--- config.mk ---
export PLATFORM = sky130hd
export DESIGN_NAME = pattern_serializer
export DESIGN_NICKNAME = d
export VERILOG_FILES = /design/src/rtl/pattern_pkg.sv /design/src/rtl/pattern_bit_timer.sv /design/src/rtl/pattern_serializer.sv
export SDC_FILE = /design/constraint.sdc
export NUM_CORES = 1
export LEC_CHECK = 0
export BUFFER_PORTS_ARGS = -buffer_cell sky130_fd_sc_hd__buf_4
export CAP_MARGIN = 20
export CORE_ASPECT_RATIO = 0.9
export CORE_MARGIN = 5
export CORE_UTILIZATION = 28
export DETAILED_ROUTE_END_ITERATION = 7
export HOLD_SLACK_MARGIN = 0.06
export PLACE_DENSITY = 0.5
export SYNTH_ARGS = -nofsm -noshare
export SYNTH_HDL_FRONTEND = slang
export SYNTH_SLANG_ARGS = --single-unit
--- constraint.sdc ---
create_clock -name clk -period 2.1 [get_ports clk]
set_input_delay 0.42 -clock clk [delete_from_list [all_inputs] [get_ports clk]]
set_output_delay 0.42 -clock clk [all_outputs]
set_load 0.01 [all_outputs]
--- src/rtl/pattern_pkg.sv ---
// Shared definitions for the pattern serializer: default sizing, FSM state
// encoding and the bit-order selector values.
package pattern_pkg;

    localparam int DEFAULT_WIDTH      = 32;
    localparam int DEFAULT_BIT_CYCLES = 1;

    localparam bit LSB_FIRST_ENC = 1'b0;
    localparam bit MSB_FIRST_ENC = 1'b1;

    typedef enum logic {
        IDLE  = 1'b0,
        SHIFT = 1'b1
    } state_t;

endpackage

--- src/rtl/pattern_bit_timer.sv ---
// Per-bit dwell timer: counts 0..BIT_CYCLES-1 while enabled and flags the last
// cycle of each bit with bit_end.
module pattern_bit_timer #(
    parameter int BIT_CYCLES = 1
) (
    input  logic clk,
    input  logic rst,
    input  logic enable,
    output logic bit_end
);

    localparam int CW = (BIT_CYCLES > 1) ? $clog2(BIT_CYCLES) : 1;
    localparam logic [CW-1:0] LAST_CYCLE = CW'(BIT_CYCLES - 1);

    logic [CW-1:0] cycle_cnt;

    assign bit_end = enable && (cycle_cnt == LAST_CYCLE);

    always_ff @(posedge clk) begin
        if (rst || !enable) begin
            cycle_cnt <= '0;
        end else if (bit_end) begin
            cycle_cnt <= '0;
        end else begin
            cycle_cnt <= cycle_cnt + CW'(1);
        end
    end

endmodule

--- src/rtl/pattern_serializer.sv ---
// Parallel-to-serial front end for the pattern detectors: a shift register plus
// one holding register so consecutive words stream out without an idle bit.
//
// state | meaning
// IDLE  | shift register empty, x_valid low, holding register empty
// SHIFT | a word is being shifted out on x; holding register may be full
module pattern_serializer
    import pattern_pkg::*;
#(
    parameter int WIDTH      = DEFAULT_WIDTH,
    parameter int BIT_CYCLES = DEFAULT_BIT_CYCLES,
    parameter bit MSB_FIRST  = MSB_FIRST_ENC
) (
    input  logic             clk,
    input  logic             rst,
    input  logic [WIDTH-1:0] din,
    input  logic             load_valid,
    output logic             load_ready,
    output logic             x,
    output logic             x_valid,
    output logic             busy,
    output logic             done
);

    localparam int BW = (WIDTH > 1) ? $clog2(WIDTH) : 1;
    localparam logic [BW-1:0] LAST_BIT = BW'(WIDTH - 1);

    state_t           state;
    logic [WIDTH-1:0] shreg;
    logic [WIDTH-1:0] hold_reg;
    logic             hold_full;
    logic [BW-1:0]    bit_cnt;
    logic             bit_end;
    logic             word_end;
    logic             accept;
    logic [WIDTH-1:0] shreg_next;

    pattern_bit_timer #(
        .BIT_CYCLES (BIT_CYCLES)
    ) u_bit_timer (
        .clk     (clk),
        .rst     (rst),
        .enable  (state == SHIFT),
        .bit_end (bit_end)
    );

    // The head bit sits at the end of the register that shifts out first.
    assign shreg_next = (MSB_FIRST == MSB_FIRST_ENC) ? {shreg[WIDTH-2:0], 1'b0}
                                                     : {1'b0, shreg[WIDTH-1:1]};

    assign load_ready = !hold_full;
    assign accept     = load_valid && load_ready;
    assign word_end   = (state == SHIFT) && bit_end && (bit_cnt == LAST_BIT);

    assign x_valid = (state == SHIFT);
    assign x       = (state == SHIFT) &&
                     ((MSB_FIRST == MSB_FIRST_ENC) ? shreg[WIDTH-1] : shreg[0]);
    assign busy    = (state == SHIFT) || hold_full;
    assign done    = word_end;

    always_ff @(posedge clk) begin
        if (rst) begin
            state     <= IDLE;
            shreg     <= '0;
            hold_reg  <= '0;
            hold_full <= 1'b0;
            bit_cnt   <= '0;
        end else begin
            case (state)
                IDLE: begin
                    if (accept) begin
                        shreg   <= din;
                        bit_cnt <= '0;
                        state   <= SHIFT;
                    end
                end
                SHIFT: begin
                    if (word_end) begin
                        bit_cnt <= '0;
                        // load_ready is low while hold_full, so accept cannot
                        // coincide with a handoff from the holding register.
                        if (hold_full) begin
                            shreg     <= hold_reg;
                            hold_full <= 1'b0;
                        end else if (accept) begin
                            shreg <= din;
                        end else begin
                            state <= IDLE;
                        end
                    end else begin
                        if (bit_end) begin
                            shreg   <= shreg_next;
                            bit_cnt <= bit_cnt + BW'(1);
                        end
                        if (accept) begin
                            hold_reg  <= din;
                            hold_full <= 1'b1;
                        end
                    end
                end
                default: state <= IDLE;
            endcase
        end
    end

endmodule

==> impl_summary.txt <==
----------------------------------------------------
[Power and ir drop]
  Total power density per cell area ... between 700 and 800 nW/um2
  Comb power frac ... between 10 and 15%
  Clk pwr share ... roughly two fifths
  Total internal power ... about 2.5 mW
  Leakage dissipation ... 1.74 nW
  Net Sw Frac ... about a quarter
  Switching power ... around 890 uW
  VDD IR-drop max ... between 0.3 and 0.4 mV
  Proportion of power drawn by flip-flops and latches ... between 40% and 50%

[Global route]
  First-pass GRT wire length ... between 15 and 20 mm
  Pin count of the biggest net entering global routing ... between 50 and 60
  Initial antenna violation count ... 0
  Vias in the first global route ... around 3500
  Overall overflow remaining after global route ... 0
  Total GRT Usage ... about 14%

[Floorplan]
  DIE HEIGHT ... 118 um
  Effective utilization at floorplan ... around 29%
  Cell row count ... 39
  Area enclosed by the die boundary ... around 15000 um2
  Core outline area ... around 13000 um2
  Ports ... 40
  DIE WIDTH ... 130 um

[Layout]
  Fill cell count ... 1346
  Net count of the finished layout ... approximately 560
  Final non-filler cell area ... 4470 um2
  Number of standard cells in the final layout excluding fillers ... between 600 and 700
  Area delta synth->final ... 22.8%
  Most common library cell in the layout ignoring fill and taps ... nand2_1
  Antenna diode instance count ... 0
  Footprint of the multi-input gates ... about 2000 um2
  Area taken by flip-flops and latches ... 1440 um2
  Top library cells by usage in the layout, fill and taps aside ... nand2_1 (135), a21oi_1 (79), dfxtp_1 (71)
  Fraction of final layout cells sized beyond drive strength 1 ... 20.9%

[Logic synthesis]
  Number of enable flip-flop cells after synthesis ... 0
  Cell type with the highest aggregate area in the netlist ... dfxtp_1
  Syn Nets ... around 520
  Area of the mapped netlist ... 3640 um2
  Number of register bits inferred by synthesis ... 72
  Count of different cell masters after synthesis ... 43
  Area fraction of the dominant cell type after synthesis ... between 30 and 40%
  Proportion of synthesized chip area in sequential cells ... 39.6%
  Number of warning messages in the yosys log ... 0
  Post-Synthesis Mean Instance Area ... approximately 7.5 um2
  Dominant synthesized flop cell ... dfxtp_1
  Number of instances in the synthesized netlist ... 482
  Leading post-synthesis cells by cell area ... dfxtp_1 (40%), nand2_1 (14%), a21oi_1 (11%), mux2_2 (4.0%), nor2_1 (3.4%)
  Proportion of register bits with asynchronous set or reset after synthesis ... 0%

[Placement]
  Buffers on Ports ... 39
  Instance area after placement ... around 4200 um2
  Placer congestion estimate ... a little under 0.8
  Half-perimeter wire length after placement ... between 7 and 8 mm
  Placed Instances ... 673
  Worst slack at placement ... -75.4 ps

[CTS]
  Clock tree from TritonCTS ... yes
  CTS sink cnt ... ~70
  CTS root buf ... clkbuf_16
  Worst-case clock buffer depth ... 2
  Number of levels in the clock H-tree ... 3
  Hold buffers post-CTS ... 0
  Clock slew at reported path FFs ... ~60 ps
  TritonCTS Buffers ... 9
  Worst-Skew Late Latency ... between 300 and 400 ps

[Timing]
  Hold Vio Cnt, Final ... 0
  Worst-margin pin slew ... approximately 640 ps
  Time the final worst path needs with I/O delays and setup ... 2020 ps
  Final critical-path setup slack ... 81.5 ps
  Accumulated negative setup slack ... 0 ps
  Final max-slew violation count ... 0
  Headroom to the max-slew limit ... a little under three fifths
  Clock tree skew after final layout ... roughly 5.6 ps
  Fin crit share ... 96.1%
  Fmax ... between 400 and 500 MHz
  Unrepaired setup endpoints after global routing ... false
  Setup violators final ... 0

[Worst setup path]
  Required time at the endpoint of the critical path ... between 1500 and 2000 ps
  Data arrival time of the worst path ... between 1500 and 2000 ps
  Kind of capture point of the worst setup path ... primary output
  Max Fanout on Critical Path ... 5
  Nature of the critical path startpoint ... flop
  Kind of critical path ... reg2out

[Run]
  Max cap viols ... 0

[Detailed routing]
  Average routed wire per standard cell ... between 15 and 20 um
  Number of iterations in the first detailed-routing pass ... 4
  Number of DRC violations after detailed routing ... 0
  Violation count after the first detailed-route iteration ... 240
  DRT Wirelength ... between 10 and 15 mm
  Vias ... about 3400
  DRT antenna net count ... 0
  Via count normalized by instance count ... between 4 and 5

[Status]
  Run status ... completed

[Worst hold path]
  Path category of the worst min-delay check ... in2reg

----------------------------------------------------
==> cells by family (layout without fill, tap and decap cells) <==
| kind of cell | count (synthesis) | after routing | synth area share (%) |
|---|---|---|---|
| and+or+nand+nor | 206 | 206 | 24.8 |
| adders and majority gates | 2 | 2 | 0.688 |
| AOI/OAI and AO/OA | 138 | 138 | 23.1 |
| DFF | 72 | 72 | 39.6 |
| muxes | 17 | 17 | 5.13 |
| buffers and inverters | 46 | 91 | 6.57 |
| other | 1 | 1 | 0.103 |
==> final timing paths <==
kind                            slack, ps   startpoint           end  cells past startpoint
worst max-delay path                   80   bit_cnt[1]          done                      6
worst min-delay path                  340      din[22]  hold_reg[22]                      3
worst max register to register        120   bit_cnt[1]     shreg[22]                      8
worst min register to register        450  hold_reg[4]   hold_reg[4]                      2
==> worst max-delay path, stage by stage, from the launching register on <==
cell,delay [ps]
dfxtp_2,320
ha_2,180
and3_1,190
ha_2,190
buf_6,130
and2_4,140
buf_4,140
==> repair_timing <==
action,in CTS,in global routing
resized for setup,4,3
gates cloned,0,0
setup endpoints to repair,15,1
pin swaps,0,1
buffers inserted,0,4
==> area by class of cell <==
type / instances / area share, %
Timing Repair Buffer: 71 / 12.6
Multi-Input combinational cell: 364 / 44.3
Inverter: 6 / 0.504
Clock buffer: 13 / 5.60
Clock inverter: 1 / 0.112
Sequential cell: 72 / 32.3
Tap cell: 164 / 4.59
==> synth_stat cells, drive strengths merged (2+ instances only) <==
cell,instances
nor3,2
a222oi,3
nor2,33
inv,6
a211oi,11
a211o,14
nand2b,3
nand2,135
ha,2
a22oi,2
nand3,6
and2,4
nand3b,14
a21oi,79
clkbuf,13
o21ai,19
nor2b,3
buf,27
mux2i,4
mux2,13
nor3b,2
dfxtp,72
o221ai,4
a31oi,2
==> layer usage <==
metal  vias up  GRT usage (%)  wire, um
met5         -              0         0
met4         0           2.60        73
met3        10           4.49       632
met2        80           22.4      4840
met1      1610           19.2      5170
li1       1741              -         -
==> power groups by stage <==
stage / logic, mW / clock network, mW / registers (mW)
after floorplan: 0.319 / 0 / 1.52
after global placement: 0.489 / 0 / 1.53
after detailed placement: 0.497 / 0 / 1.54
after CTS: 0.499 / 1.41 / 1.51
after global routing: 0.553 / 1.47 / 1.52
final: 0.496 / 1.37 / 1.51
==> metrics by stage <==
| stage | hold slack, ps | power, mW | util [%] |
|---|---|---|---|
| 6_report | 339 | 3.38 | 35.1 |
| 5_1_grt | 329 | 3.54 | 35.1 |
| 4_1_cts | 333 | 3.41 | 34.8 |
| 3_5_place_dp | 447 | 2.03 | 32.7 |
| 3_3_place_gp | 443 | 2.02 | 32.7 |
| 2_1_floorplan | 432 | 1.84 | - |
Note: power is estimated with default switching activity, not from simulation.
